**config.mk**
```make
export PLATFORM = sky130hd
export DESIGN_NAME = ofmaps_axis_out_flat
export DESIGN_NICKNAME = d
export VERILOG_FILES = /design/src/rtl/ofmaps_pkg.sv /design/src/rtl/ofmaps_axis_out_if.sv /design/src/rtl/ofmaps_out_fifo.sv /design/src/rtl/ofmaps_axis_out.sv /design/src/flat_wrapper.sv
export SDC_FILE = /design/constraint.sdc
export NUM_CORES = 1
export LEC_CHECK = 0
export ABC_CLOCK_PERIOD_IN_PS = 9900
export BUFFER_PORTS_ARGS = -buffer_cell sky130_fd_sc_hd__buf_2
export CAP_MARGIN = 25
export CORE_MARGIN = 2
export CORE_UTILIZATION = 31
export DETAILED_ROUTE_END_ITERATION = 6
export PLACE_DENSITY_LB_ADDON = 0.05
export SYNTH_ARGS = -nofsm -noshare
export SYNTH_HDL_FRONTEND = slang
export SYNTH_SLANG_ARGS = --single-unit
export TNS_END_PERCENT = 50
```
**constraint.sdc**
```tcl
create_clock -name clk -period 9.9 [get_ports clk]
set_input_delay 1.485 -clock clk [delete_from_list [all_inputs] [get_ports clk]]
set_output_delay 1.485 -clock clk [all_outputs]
set_load 0.05 [all_outputs]
```
**src/rtl/ofmaps_pkg.sv**
```systemverilog
// Shared types and helpers for the ofmap AXI-Stream output stage.
package ofmaps_pkg;

  typedef enum logic [1:0] {
    IDLE  = 2'd0,
    RUN   = 2'd1,
    FLUSH = 2'd2,
    DONE  = 2'd3
  } state_t;

  localparam int TDATA_WIDTH_DEF = 32;
  localparam int OFMAP_WIDTH_DEF = 8;
  localparam int LANES           = TDATA_WIDTH_DEF / OFMAP_WIDTH_DEF;

  // Clamp a signed value into the signed range of an ow-bit element.
  function automatic logic signed [31:0] saturate(input logic signed [31:0] v, input int ow);
    logic signed [31:0] hi;
    logic signed [31:0] lo;
    hi = (32'sd1 <<< (ow - 1)) - 32'sd1;
    lo = -(32'sd1 <<< (ow - 1));
    if (v > hi) begin
      return hi;
    end else if (v < lo) begin
      return lo;
    end
    return v;
  endfunction

  function automatic logic [63:0] lanes_to_strb(input int n_lanes, input int bytes_per_lane);
    logic [63:0] m;
    m = '0;
    for (int i = 0; i < 64; i++) begin
      if (i < n_lanes * bytes_per_lane) begin
        m[i] = 1'b1;
      end
    end
    return m;
  endfunction

endpackage

```
**src/rtl/ofmaps_axis_out_if.sv**
```systemverilog
// AXI-Stream bus bundle used by the ofmap output stage.
interface ofmaps_axis_out_if #(
  parameter int DATA_WIDTH = 32
) ();
  logic [DATA_WIDTH-1:0]   TDATA;
  logic [DATA_WIDTH/8-1:0] TSTRB;
  logic                    TLAST;
  logic                    TVALID;
  logic                    TREADY;

  modport master (output TDATA, TSTRB, TLAST, TVALID, input TREADY);
  modport slave  (input TDATA, TSTRB, TLAST, TVALID, output TREADY);
endinterface

```
**src/rtl/ofmaps_out_fifo.sv**
```systemverilog
// First-word-fall-through word FIFO with occupancy count; the head entry is
// visible combinationally whenever the FIFO is not empty.
module ofmaps_out_fifo #(
  parameter int WIDTH = 37,
  parameter int DEPTH = 16
) (
  input  logic                       clk,
  input  logic                       rst,
  input  logic                       i_push,
  input  logic [WIDTH-1:0]           i_push_data,
  input  logic                       i_pop,
  output logic [WIDTH-1:0]           o_head,
  output logic                       o_empty,
  output logic                       o_full,
  output logic [$clog2(DEPTH):0]     o_count,
  output logic                       o_overflow
);
  localparam int AW = $clog2(DEPTH);
  localparam int CW = AW + 1;

  logic [WIDTH-1:0] r_mem [DEPTH];
  logic [AW-1:0]    r_wr_ptr;
  logic [AW-1:0]    r_rd_ptr;
  logic [CW-1:0]    r_count;
  logic             w_pop;
  logic             w_push;

  assign o_empty    = (r_count == '0);
  assign o_full     = (r_count == CW'(DEPTH));
  assign o_count    = r_count;
  assign o_head     = r_mem[r_rd_ptr];
  assign w_pop      = i_pop & ~o_empty;
  // A pop in the same cycle frees the slot, so a push while full still lands.
  assign w_push     = i_push & (~o_full | w_pop);
  assign o_overflow = i_push & o_full & ~w_pop;

  always_ff @(posedge clk) begin
    if (w_push) begin
      r_mem[r_wr_ptr] <= i_push_data;
    end
  end

  always_ff @(posedge clk or posedge rst) begin
    if (rst) begin
      r_wr_ptr <= '0;
      r_rd_ptr <= '0;
      r_count  <= '0;
    end else begin
      if (w_push) begin
        r_wr_ptr <= r_wr_ptr + AW'(1);
      end
      if (w_pop) begin
        r_rd_ptr <= r_rd_ptr + AW'(1);
      end
      case ({w_push, w_pop})
        2'b10:   r_count <= r_count + CW'(1);
        2'b01:   r_count <= r_count - CW'(1);
        default: r_count <= r_count;
      endcase
    end
  end
endmodule

```
**src/rtl/ofmaps_axis_out.sv**
```systemverilog
// Ofmap requantize / pack / AXI-Stream master stage.
// Build option: define OFMAPS_RELU_EN to clamp negative results to zero before packing.
module ofmaps_axis_out
  import ofmaps_pkg::*;
#(
  parameter int C_M_AXIS_TDATA_WIDTH = LANES * OFMAP_WIDTH_DEF,
  parameter int PSUM_WIDTH           = 16,
  parameter int OFMAP_WIDTH          = OFMAP_WIDTH_DEF,
  parameter int FIFO_DEPTH           = 16,
  parameter int FRAME_CNT_WIDTH      = 16
) (
  input  logic                          clk,
  input  logic                          rst,
  input  logic                          start,
  input  logic [FRAME_CNT_WIDTH-1:0]    frame_elems,
  input  logic [3:0]                    shift,
  input  logic signed [PSUM_WIDTH-1:0]  i_data,
  input  logic                          i_valid,
  output logic                          i_ready,
  ofmaps_axis_out_if.master             M_AXIS,
  output logic                          busy,
  output logic                          frame_done,
  output logic                          overflow_err
);
  localparam int NL     = C_M_AXIS_TDATA_WIDTH / OFMAP_WIDTH;
  localparam int STRB_W = C_M_AXIS_TDATA_WIDTH / 8;
  localparam int LANE_W = (NL > 1) ? $clog2(NL) : 1;
  localparam int FIFO_W = C_M_AXIS_TDATA_WIDTH + STRB_W + 1;
  localparam int FCW    = $clog2(FIFO_DEPTH) + 1;

  state_t                         r_state;
  logic [FRAME_CNT_WIDTH-1:0]     r_frame_elems;
  logic [FRAME_CNT_WIDTH-1:0]     r_acc_cnt;
  logic [3:0]                     r_shift;
  logic                           r_busy;
  logic                           r_frame_done;
  logic                           r_overflow;

  logic                           r_q_valid;
  logic                           r_q_last;
  logic [OFMAP_WIDTH-1:0]         r_q_data;

  logic [LANE_W-1:0]              r_lane;
  logic [C_M_AXIS_TDATA_WIDTH-1:0] r_pack_data;
  logic                           r_push_valid;
  logic [C_M_AXIS_TDATA_WIDTH-1:0] r_push_data;
  logic [STRB_W-1:0]              r_push_strb;
  logic                           r_push_last;

  logic                           w_accept;
  logic                           w_last_elem;
  logic                           w_pop;
  logic                           w_fifo_empty;
  logic                           w_fifo_full;
  logic                           w_fifo_ovf;
  logic [FCW-1:0]                 w_fifo_count;
  logic [FIFO_W-1:0]              w_head;
  logic signed [31:0]             w_ext;
  logic signed [31:0]             w_round;
  logic signed [31:0]             w_shifted;
  logic signed [31:0]             w_sat;
  logic signed [31:0]             w_act;
  logic [OFMAP_WIDTH-1:0]         w_q;
  logic [C_M_AXIS_TDATA_WIDTH-1:0] w_word;
  logic                           w_word_done;

  // Threshold leaves room for words still in the requant/pack pipeline.
  assign i_ready     = (r_state == RUN) && (w_fifo_count < FCW'(FIFO_DEPTH - 1));
  assign w_accept    = i_valid & i_ready;
  assign w_last_elem = (r_acc_cnt == r_frame_elems - FRAME_CNT_WIDTH'(1));
  assign w_pop       = M_AXIS.TVALID & M_AXIS.TREADY;

  always_ff @(posedge clk or posedge rst) begin
    if (rst) begin
      r_state       <= IDLE;
      r_frame_elems <= '0;
      r_acc_cnt     <= '0;
      r_shift       <= '0;
      r_busy        <= 1'b0;
      r_frame_done  <= 1'b0;
    end else begin
      r_frame_done <= 1'b0;
      case (r_state)
        IDLE: begin
          if (start && (frame_elems != '0)) begin
            r_frame_elems <= frame_elems;
            r_shift       <= shift;
            r_acc_cnt     <= '0;
            r_busy        <= 1'b1;
            r_state       <= RUN;
          end
        end
        RUN: begin
          if (w_accept) begin
            r_acc_cnt <= r_acc_cnt + FRAME_CNT_WIDTH'(1);
            if (w_last_elem) begin
              r_state <= FLUSH;
            end
          end
        end
        FLUSH: begin
          if (w_pop && M_AXIS.TLAST) begin
            r_frame_done <= 1'b1;
            r_state      <= DONE;
          end
        end
        DONE: begin
          r_busy  <= 1'b0;
          r_state <= IDLE;
        end
        default: begin
          r_busy  <= 1'b0;
          r_state <= IDLE;
        end
      endcase
    end
  end

  // Round-half-up arithmetic shift; 32 bits is ample headroom for the PSUM range.
  assign w_ext     = {{(32 - PSUM_WIDTH){i_data[PSUM_WIDTH-1]}}, i_data};
  assign w_round   = (r_shift == 4'd0) ? 32'sd0 : (32'sd1 <<< (r_shift - 4'd1));
  assign w_shifted = (w_ext + w_round) >>> r_shift;
  assign w_sat     = saturate(w_shifted, OFMAP_WIDTH);
`ifdef OFMAPS_RELU_EN
  assign w_act     = w_sat[31] ? 32'sd0 : w_sat;
`else
  assign w_act     = w_sat;
`endif
  assign w_q       = OFMAP_WIDTH'(w_act);

  always_ff @(posedge clk or posedge rst) begin
    if (rst) begin
      r_q_valid <= 1'b0;
      r_q_last  <= 1'b0;
      r_q_data  <= '0;
    end else begin
      r_q_valid <= w_accept;
      if (w_accept) begin
        r_q_data <= w_q;
        r_q_last <= w_last_elem;
      end
    end
  end

  generate
    for (genvar gi = 0; gi < NL; gi++) begin : g_lane
      assign w_word[gi*OFMAP_WIDTH +: OFMAP_WIDTH] =
        (r_lane == LANE_W'(gi)) ? r_q_data : r_pack_data[gi*OFMAP_WIDTH +: OFMAP_WIDTH];
    end
  endgenerate

  assign w_word_done = r_q_valid && (r_q_last || (r_lane == LANE_W'(NL - 1)));

  always_ff @(posedge clk or posedge rst) begin
    if (rst) begin
      r_lane       <= '0;
      r_pack_data  <= '0;
      r_push_valid <= 1'b0;
      r_push_data  <= '0;
      r_push_strb  <= '0;
      r_push_last  <= 1'b0;
    end else begin
      r_push_valid <= w_word_done;
      if (r_q_valid) begin
        if (w_word_done) begin
          r_push_data <= w_word;
          r_push_strb <= STRB_W'(lanes_to_strb(int'(r_lane) + 1, OFMAP_WIDTH / 8));
          r_push_last <= r_q_last;
          r_pack_data <= '0;
          r_lane      <= '0;
        end else begin
          r_pack_data <= w_word;
          r_lane      <= r_lane + LANE_W'(1);
        end
      end
    end
  end

  ofmaps_out_fifo #(
    .WIDTH (FIFO_W),
    .DEPTH (FIFO_DEPTH)
  ) u_fifo (
    .clk         (clk),
    .rst         (rst),
    .i_push      (r_push_valid),
    .i_push_data ({r_push_data, r_push_strb, r_push_last}),
    .i_pop       (w_pop),
    .o_head      (w_head),
    .o_empty     (w_fifo_empty),
    .o_full      (w_fifo_full),
    .o_count     (w_fifo_count),
    .o_overflow  (w_fifo_ovf)
  );

  always_ff @(posedge clk or posedge rst) begin
    if (rst) begin
      r_overflow <= 1'b0;
    end else if (w_fifo_ovf) begin
      r_overflow <= 1'b1;
    end
  end

  assign M_AXIS.TVALID = ~w_fifo_empty;
  assign M_AXIS.TDATA  = w_fifo_empty ? '0 : w_head[FIFO_W-1 -: C_M_AXIS_TDATA_WIDTH];
  assign M_AXIS.TSTRB  = w_fifo_empty ? '0 : w_head[STRB_W:1];
  assign M_AXIS.TLAST  = ~w_fifo_empty & w_head[0] & ~w_fifo_full | (w_fifo_full & w_head[0]);
  assign busy          = r_busy;
  assign frame_done    = r_frame_done;
  assign overflow_err  = r_overflow;
endmodule

```
**src/flat_wrapper.sv**
```systemverilog
// flat-port wrapper written by rule: the top's interface ports become plain ports
module ofmaps_axis_out_flat import ofmaps_pkg::*;
#(
  parameter int C_M_AXIS_TDATA_WIDTH = LANES * OFMAP_WIDTH_DEF,
  parameter int PSUM_WIDTH           = 16,
  parameter int OFMAP_WIDTH          = OFMAP_WIDTH_DEF,
  parameter int FIFO_DEPTH           = 16,
  parameter int FRAME_CNT_WIDTH      = 16
)
  (clk, rst, start, frame_elems, shift, i_data, i_valid, i_ready, busy, frame_done, overflow_err, M_AXIS_TDATA, M_AXIS_TSTRB, M_AXIS_TLAST, M_AXIS_TVALID, M_AXIS_TREADY);
  ofmaps_axis_out_if #(.DATA_WIDTH(32)) M_AXIS_i ();
  input  logic clk;
  input  logic rst;
  input  logic start;
  input  logic [FRAME_CNT_WIDTH-1:0] frame_elems;
  input  logic [3:0] shift;
  input  logic signed [PSUM_WIDTH-1:0] i_data;
  input  logic i_valid;
  output logic i_ready;
  output logic busy;
  output logic frame_done;
  output logic overflow_err;
  output wire logic [$bits(M_AXIS_i.TDATA)-1:0] M_AXIS_TDATA;
  output wire logic [$bits(M_AXIS_i.TSTRB)-1:0] M_AXIS_TSTRB;
  output wire logic [$bits(M_AXIS_i.TLAST)-1:0] M_AXIS_TLAST;
  output wire logic [$bits(M_AXIS_i.TVALID)-1:0] M_AXIS_TVALID;
  input wire logic [$bits(M_AXIS_i.TREADY)-1:0] M_AXIS_TREADY;
  assign M_AXIS_TDATA = M_AXIS_i.TDATA;
  assign M_AXIS_TSTRB = M_AXIS_i.TSTRB;
  assign M_AXIS_TLAST = M_AXIS_i.TLAST;
  assign M_AXIS_TVALID = M_AXIS_i.TVALID;
  assign M_AXIS_i.TREADY = M_AXIS_TREADY;
  ofmaps_axis_out #(.C_M_AXIS_TDATA_WIDTH(C_M_AXIS_TDATA_WIDTH), .PSUM_WIDTH(PSUM_WIDTH), .OFMAP_WIDTH(OFMAP_WIDTH), .FIFO_DEPTH(FIFO_DEPTH), .FRAME_CNT_WIDTH(FRAME_CNT_WIDTH)) u_core (.clk(clk), .rst(rst), .start(start), .frame_elems(frame_elems), .shift(shift), .i_data(i_data), .i_valid(i_valid), .i_ready(i_ready), .M_AXIS(M_AXIS_i), .busy(busy), .frame_done(frame_done), .overflow_err(overflow_err));
endmodule
```
==> metrics.yaml, run 1 <==
status:
  status: "completed"
job:
  cap_violations: 0
synth:
  yosysMostFrequentCell: "edfxtp_1"
  synth_commonest_cells: "edfxtp_1 (592), mux4_2 (188), dfrtp_1 (136)"
  synthArstFlopShare: 0.187
  yosys-top-cells-area: "edfxtp_1 (56%), mux4_2 (13%), dfrtp_1 (11%), ha_1 (1.5%), nand2_1 (1.4%)"
  syn_nets: 1988
  netlist_area_mm2: 0.0317
  synthCells: 1907
  syn_avg_cell_area_um2: 16.6
  yosysWarningCount: 0
  synth_cell_types: 93
  synth_edf_count: 592
  ys_ff_latch: 728
  ys_seq_area_frac: 0.668
  synth_top_cell_by_area: "edfxtp_1"
  ys.flop_type: "edfxtp_1"
  yosysTopAreaCellShare: 0.560
die:
  dieArea_mm2: 0.105
  ios: 83
  core_area_mm2: 0.102
  start_util: 0.312
  die_h_um: 324
  rows: 117
  die_x_um: 324
placed_design:
  pre_cts_slack_ns: 4.31
  gp_congestion: 0.797
  io_buffers: 82
  dpl.hpwl_um: 47400
  dp.cells: 3283
  place_area_mm2: 0.0338
grt:
  met3_usage: 0.0251
  grt_pass1_wl_um: 126000
  grt_max_degree: 104
  track_usage: 0.165
  antenna_found_initial: 2
  met2_usage: 0.276
  grt.overflow.total: 0
  grt_pass1_vias: 18676
  grt-busiest-layer: "met2"
  grt_util_met1: 0.221
routing:
  drc: 0
  vias: 17513
  drt_first_pass_iters: 5
  via_per_inst: 5.09
  drtIter0Drc: 1314
  route.final.wire_length_um: 84900
  wl_per_cell_um: 24.7
  ant_nets: 0
final_layout:
  drive_gt1_frac: 0.248
  nNetsFinal: 2084
  finalNonFillerCells: 3438
  area_delta_synth_final_pct: 15.6
  final_area_mm2: 0.0367
  final_util: 0.361
  antenna_cells: 0
pwr:
  leakage_nw: 12.6
  powerDensity_mw_per_mm2: 281
  ir_drop_mv: 0.174
  fin_total_pwr_mw: 10.3
clock_network:
  clk_pin_slew_ns: 0.06
  cts.repair.resized: 0
  postCtsSetupRepairBufs: 0
  htreeDepth: 3
  clockRootBuffer: "clkbuf_16"
  ctsHoldBuffers: 0
  cts_max_path_buffers: 3
  clock_latency_ns: 0.64
  numCtsBuffers: 85
  cts_tree: "done"
  cts_sinks: 728
setup_path:
  critical_path_required_ns: 8.42
  path_max_fanout: 40
  critical_path_class: "reg2out"
  end_kind: "output pin"
  cp-start-kind: "register"
  arrival_ns: 4.01
timing:
  setup_viol: 0
  fin_crit_sh: 0.555
  grt_setup_unrepaired: "no"
  hold_ws_ns: 0.483
  finalCriticalPeriod_ns: 5.50
  relSlewSlack: 0.363
  tns_ns: 0
  hold_violations: 0
  finClkSkew_ns: 0.0252
  fin_ws_ns: 4.40
  slew_violations: 0
  worst_pin_slew_ns: 0.955
  fmax_ghz: 0.182
worst_hold_path:
  hp-class: "reg2reg"
## metal layers
| layer | vias to the layer above | wire [µm] | part of all wire |
|---|---|---|---|
| met5 | - | 0 | 0 |
| li1 | 7801 | - | - |
| met4 | 0 | 1890 | 0.022 |
| met2 | 340 | 42000 | 0.49 |
| met3 | 106 | 2970 | 0.035 |
| met1 | 9266 | 38100 | 0.45 |
## critical path, stage by stage (launching register included)
cell	delay (ns)
dfrtp_4	0.95
buf_4	0.39
buf_4	0.21
buf_16	0.30
mux4_2	0.57
mux4_2	0.52
and2_1	0.18
buf_2	0.21
## cells in the final DEF, fill, tap and decap left out, types with 10 or more instances in the layout
cell | Yosys | layout
mux2_2 | 28 | 28
nor3_1 | 21 | 21
edfxtp_1 | 592 | 592
nor4_1 | 18 | 14
xor2_1 | 26 | 26
clkinv_1 | 1 | 12
mux4_2 | 188 | 188
a21oi_1 | 50 | 50
clkbuf_1 | 77 | 11
a31oi_1 | 16 | 16
a22o_1 | 24 | 24
buf_2 | 5 | 82
dfrtp_1 | 136 | 132
nand3_1 | 29 | 29
mux2i_1 | 40 | 40
clkbuf_16 | 0 | 87
clkbuf_8 | 0 | 10
inv_1 | 33 | 32
a211oi_1 | 11 | 11
clkinv_2 | 0 | 14
o211ai_1 | 14 | 14
buf_4 | 1 | 33
nor2b_1 | 10 | 10
ha_1 | 38 | 38
xnor2_1 | 29 | 29
and2_1 | 61 | 53
nand2_1 | 118 | 118
nor2_1 | 88 | 84
a221o_1 | 11 | 11
or3_1 | 11 | 11
o21ai_0 | 74 | 73
## layout make-up
type | count | area, µm²
fillers | 9681 | 64900
flip-flops and latches | 728 | 21200
multi-input cells | 1037 | 10100
clock buffers | 108 | 2360
well taps | 1368 | 1710
repair buffers | 117 | 706
clock inverters | 46 | 495
inverters | 34 | 133
## state kept, by name, summed over array words and instances (netlist names), 2 cells and up
register and count:
u_core.r_acc_cnt 16, u_core.r_frame_elems 16, u_core.r_lane 2, u_core.r_pack_data 32
u_core.r_push_data 32, u_core.r_push_strb 4, u_core.r_q_data 8, u_core.r_shift 4
u_core.r_state 2, u_core.u_fifo.o_count 5, u_core.u_fifo.r_mem 592, u_core.u_fifo.r_rd_ptr 4
u_core.u_fifo.r_wr_ptr 4
## cells by family after synthesis
kind of cell	Yosys count	synth area share
flops	728	0.668
simple gates	399	0.0635
compound gates	285	0.0638
mux	256	0.156
buf+inv	142	0.0174
xor+xnor	55	0.0152
fa+ha+maj	40	0.0162
other cells	2	0.000237
## power by group
group	switching, mW	internal [mW]
logic	1.66	1.21
registers	0.511	3.73
clock network	1.25	1.92
## final timing paths
| check | from | to | slack, ns | cells after the start |
|---|---|---|---|---|
| max reg2reg | u_core.r_shift[0] | u_core.r_q_data[5] | 4.41 | 17 |
| max | u_core.u_fifo.r_rd_ptr[0] | M_AXIS_TDATA[4] | 4.40 | 7 |
| min | u_core.r_pack_data[31] | u_core.r_pack_data[31] | 0.48 | 1 |
| min in group asynchronous | rst | u_core.r_shift[0] | 1.00 | 2 |
| max in group asynchronous | rst | u_core.u_fifo.r_rd_ptr[0] | 7.59 | 3 |
| min reg2reg | u_core.r_pack_data[31] | u_core.r_pack_data[31] | 0.48 | 1 |
Note: power is estimated with default switching activity, not from simulation.
==> run 2: changes to the inputs <==
--- a/config.mk
+++ b/config.mk
@@ -5,7 +5,7 @@
 export SDC_FILE = /design/constraint.sdc
 export NUM_CORES = 1
 export LEC_CHECK = 0
-export ABC_CLOCK_PERIOD_IN_PS = 9900
+export ABC_CLOCK_PERIOD_IN_PS = 4700
 export BUFFER_PORTS_ARGS = -buffer_cell sky130_fd_sc_hd__buf_2
 export CAP_MARGIN = 25
 export CORE_MARGIN = 2
==> constraint.sdc (replaced) <==
create_clock -name clk -period 4.7 [get_ports clk]
set_input_delay 0.705 -clock clk [delete_from_list [all_inputs] [get_ports clk]]
set_output_delay 0.705 -clock clk [all_outputs]
set_load 0.05 [all_outputs]
==> run 2 against run 1 <==
Net effect: critical endpoint is now u_core.r_q_data[0]; clock power up 110%; routed wire length up 1.7%; largest power group unchanged; critical path type is now reg2reg; non-clock buffer count up 57; clock skew down 0.0038 ns.
==> metrics.yaml, run 2 (synthesis results as in run 1) <==
routing:
  via_per_inst: 5.08  # was 5.09
  drt_first_pass_iters: 5  # unchanged
  vias: 17759  # was 17,513
  drtIter0Drc: 1446  # was 1,314
  ant_nets: 0  # unchanged
  wl_per_cell_um: 24.7  # about the same
  drc: 0  # unchanged
  route.final.wire_length_um: 86400  # was 84,900 µm
grt:
  antenna_found_initial: 1  # was 2
  grt_pass1_wl_um: 129000  # was 126,000 µm
  grt.overflow.total: 0  # unchanged
  track_usage: 0.168  # was 0.165
  grt_pass1_vias: 18938  # was 18,676
  grt_max_degree: 103  # was 104
timing:
  finalCriticalPeriod_ns: 4.52
  tns_ns: 0  # unchanged
  worst_pin_slew_ns: 0.973  # was 0.955 ns
  slew_violations: 0  # unchanged
  setup_viol: 0  # unchanged
  fmax_ghz: 0.221
  relSlewSlack: 0.351  # was 0.363
  finClkSkew_ns: 0.0213  # was 0.0252 ns
  fin_crit_sh: 0.961
  hold_violations: 0  # unchanged
final_layout:
  largest_reg_flops: 592  # unchanged
  final_util: 0.367  # was 0.361
  area_delta_synth_final_pct: 17.6  # was 15.6%
  drive_gt1_frac: 0.264  # was 0.248
  regMostFlops: "u_core.u_fifo.r_mem"  # unchanged
  nNetsFinal: 2141  # was 2,084
  final_cell_mix: "edfxtp_1 (592), mux4_2 (188), dfrtp_1 (132), nand2_1 (115), clkbuf_16 (88)"  # was edfxtp_1 (592), mux4_2 (188), dfrtp_1 (132), nand2_1 (118), clkbuf_16 (87)
  antenna_cells: 0  # unchanged
  final_common_cell: "edfxtp_1"  # unchanged
  largestRegisters: "u_core.u_fifo.r_mem (592), u_core.r_pack_data (32), u_core.r_push_data (32)"  # unchanged
  fillers: 9638  # was 9,681
setup_path:
  critical_path_class: "reg2reg"  # was reg2out
  cp_num_buf_inv: 3  # was 4
  critical_path_required_ns: 5.22  # was 8.42 ns
  path_max_fanout: 7  # was 40
  critPathMaxStageDelay_ns: 0.47  # was 0.95 ns
  cp-start-kind: "register"  # unchanged
  crit_chain: "inv_1, nand2_1, nor2_1, ha_1, fa_1, a21o_1, a221oi_4, buf_4, nor3_1, or4_1, a41oi_1, a221o_1, o2bb2a_1, o2111ai_1, nor4_4, buf_4, a41oi_1, a221o_1"  # was buf_4, buf_4, buf_16, mux4_2, mux4_2, and2_1, buf_2
  end_kind: "register"  # was output pin
  cp_slowest_cell: "or4_1"  # was dfrtp_4
  path_delay_family: "compound AO/OA/AOI/OAI gates"  # was buffers and inverters
  arrival_ns: 5.03  # was 4.01 ns
  reg2reg_slack_ns: 0.18  # was 4.41 ns
die:
  die_h_um: 324  # unchanged
  ios: 83  # unchanged
  core_area_mm2: 0.102  # unchanged
  dieArea_mm2: 0.105  # unchanged
  rows: 117  # unchanged
  die_x_um: 324  # unchanged
  start_util: 0.312  # unchanged
pwr:
  fin_total_pwr_mw: 21.8  # was 10.3 mW
  seqPwrFrac: 0.413  # was 0.412
  clkPwrFrac: 0.302  # was 0.308
  p_comb_frac: 0.285  # was 0.279
  powerDensity_mw_per_mm2: 584  # was 281 mW/mm²
  internal-power_mw: 14.6  # was 6.86 mW
  p_switching_mw: 7.25  # was 3.43 mW
  swShare: 0.333  # about the same
  leakage_nw: 12.9  # was 12.6 nW
  ir_drop_mv: 0.350  # was 0.174 mV
clock_network:
  ctsHoldBuffers: 0  # unchanged
  cts_tree: "done"  # unchanged
  clock_latency_ns: 0.64  # about the same
  numCtsBuffers: 85  # unchanged
  htreeDepth: 3  # unchanged
  cts_max_path_buffers: 3  # unchanged
  cts_sinks: 728  # unchanged
  clk_pin_slew_ns: 0.05  # was 0.06 ns
  clockRootBuffer: "clkbuf_16"  # unchanged
job:
  cap_violations: 0  # unchanged
placed_design:
  gp_congestion: 0.841  # was 0.797
  dpl.hpwl_um: 51700  # was 47,400 µm
  io_buffers: 82  # unchanged
worst_hold_path:
  hp-class: "in2async"  # was reg2reg
status:
  status: "completed"  # unchanged
## run 2: cell types whose count changed in the layout (fill, tap and decap cells not counted), moves of 2 or more
| cell | change |
|---|---|
| nand2_1 | -3 |
| nand2_2 | +3 |
| clkbuf_8 | -2 |
| clkbuf_1 | +19 |
| buf_4 | +41 |
| clkinv_2 | -8 |
| clkinvlp_4 | -5 |
| buf_12 | +17 |
## run 2: metal layers
layer | global-route usage | wire length (µm) | up-vias
li1 | - | - | 7927
met1 | 0.230 | 39200 | 9393
met2 | 0.284 | 43000 | 341
met3 | 0.0225 | 2850 | 98
met4 | 0.0391 | 1340 | 0
met5 | 0 | 0 | -
## run 2: final timing paths
check	end	start	depth (start not counted)
max in group asynchronous	u_core.r_push_data[13]	rst	3
setup reg to reg	u_core.r_q_data[0]	u_core.r_shift[1]	18
hold / removal	u_core.r_frame_elems[9]	rst	2
hold reg to reg	u_core.overflow_err	u_core.overflow_err	1
min in group clk	u_core.r_frame_elems[8]	frame_elems[8]	2
setup / recovery	u_core.r_q_data[0]	u_core.r_shift[1]	18
## run 2: per-stage QoR
step	worst slack (ns)	hold slack, ns	cells	area, µm²
floorplan	-0.313	0.453	1907	31700
global placement	0.0739	0.466	3334	34400
detailed placement	0.00178	0.464	3334	34400
CTS	0.0967	0.0284	3490	37200
global route	-0.0269	0.0560	3497	37300
finish	0.184	0.0575	3497	37300
## run 2: final cells by class
cell class | instances | area [µm²] | area share
Clock inverter | 30 | 358 | 0.00959
Inverter | 34 | 133 | 0.00355
Tap cell | 1368 | 1710 | 0.0459
Clock buffer | 126 | 2420 | 0.0650
Multi-Input combinational cell | 1037 | 10200 | 0.273
Timing Repair Buffer | 174 | 1330 | 0.0355
Sequential cell | 728 | 21200 | 0.568
## run 2: power groups by stage
| stage | Clock (mW) | Sequential (mW) | Combinational, mW |
|---|---|---|---|
| detailed placement | 0 | 9.18 | 6.38 |
| floorplan | 0 | 8.39 | 4.91 |
| CTS | 6.80 | 9.05 | 6.40 |
| global placement | 0 | 9.14 | 6.37 |
| global route | 7.05 | 9.16 | 6.71 |
| finish | 6.58 | 9.02 | 6.21 |
## run 2: timing repair
item                                    4_1_cts  5_1_grt
endpoints found under the setup margin        0        7
buffers inserted                              0        6
gates resized for setup                       0       16
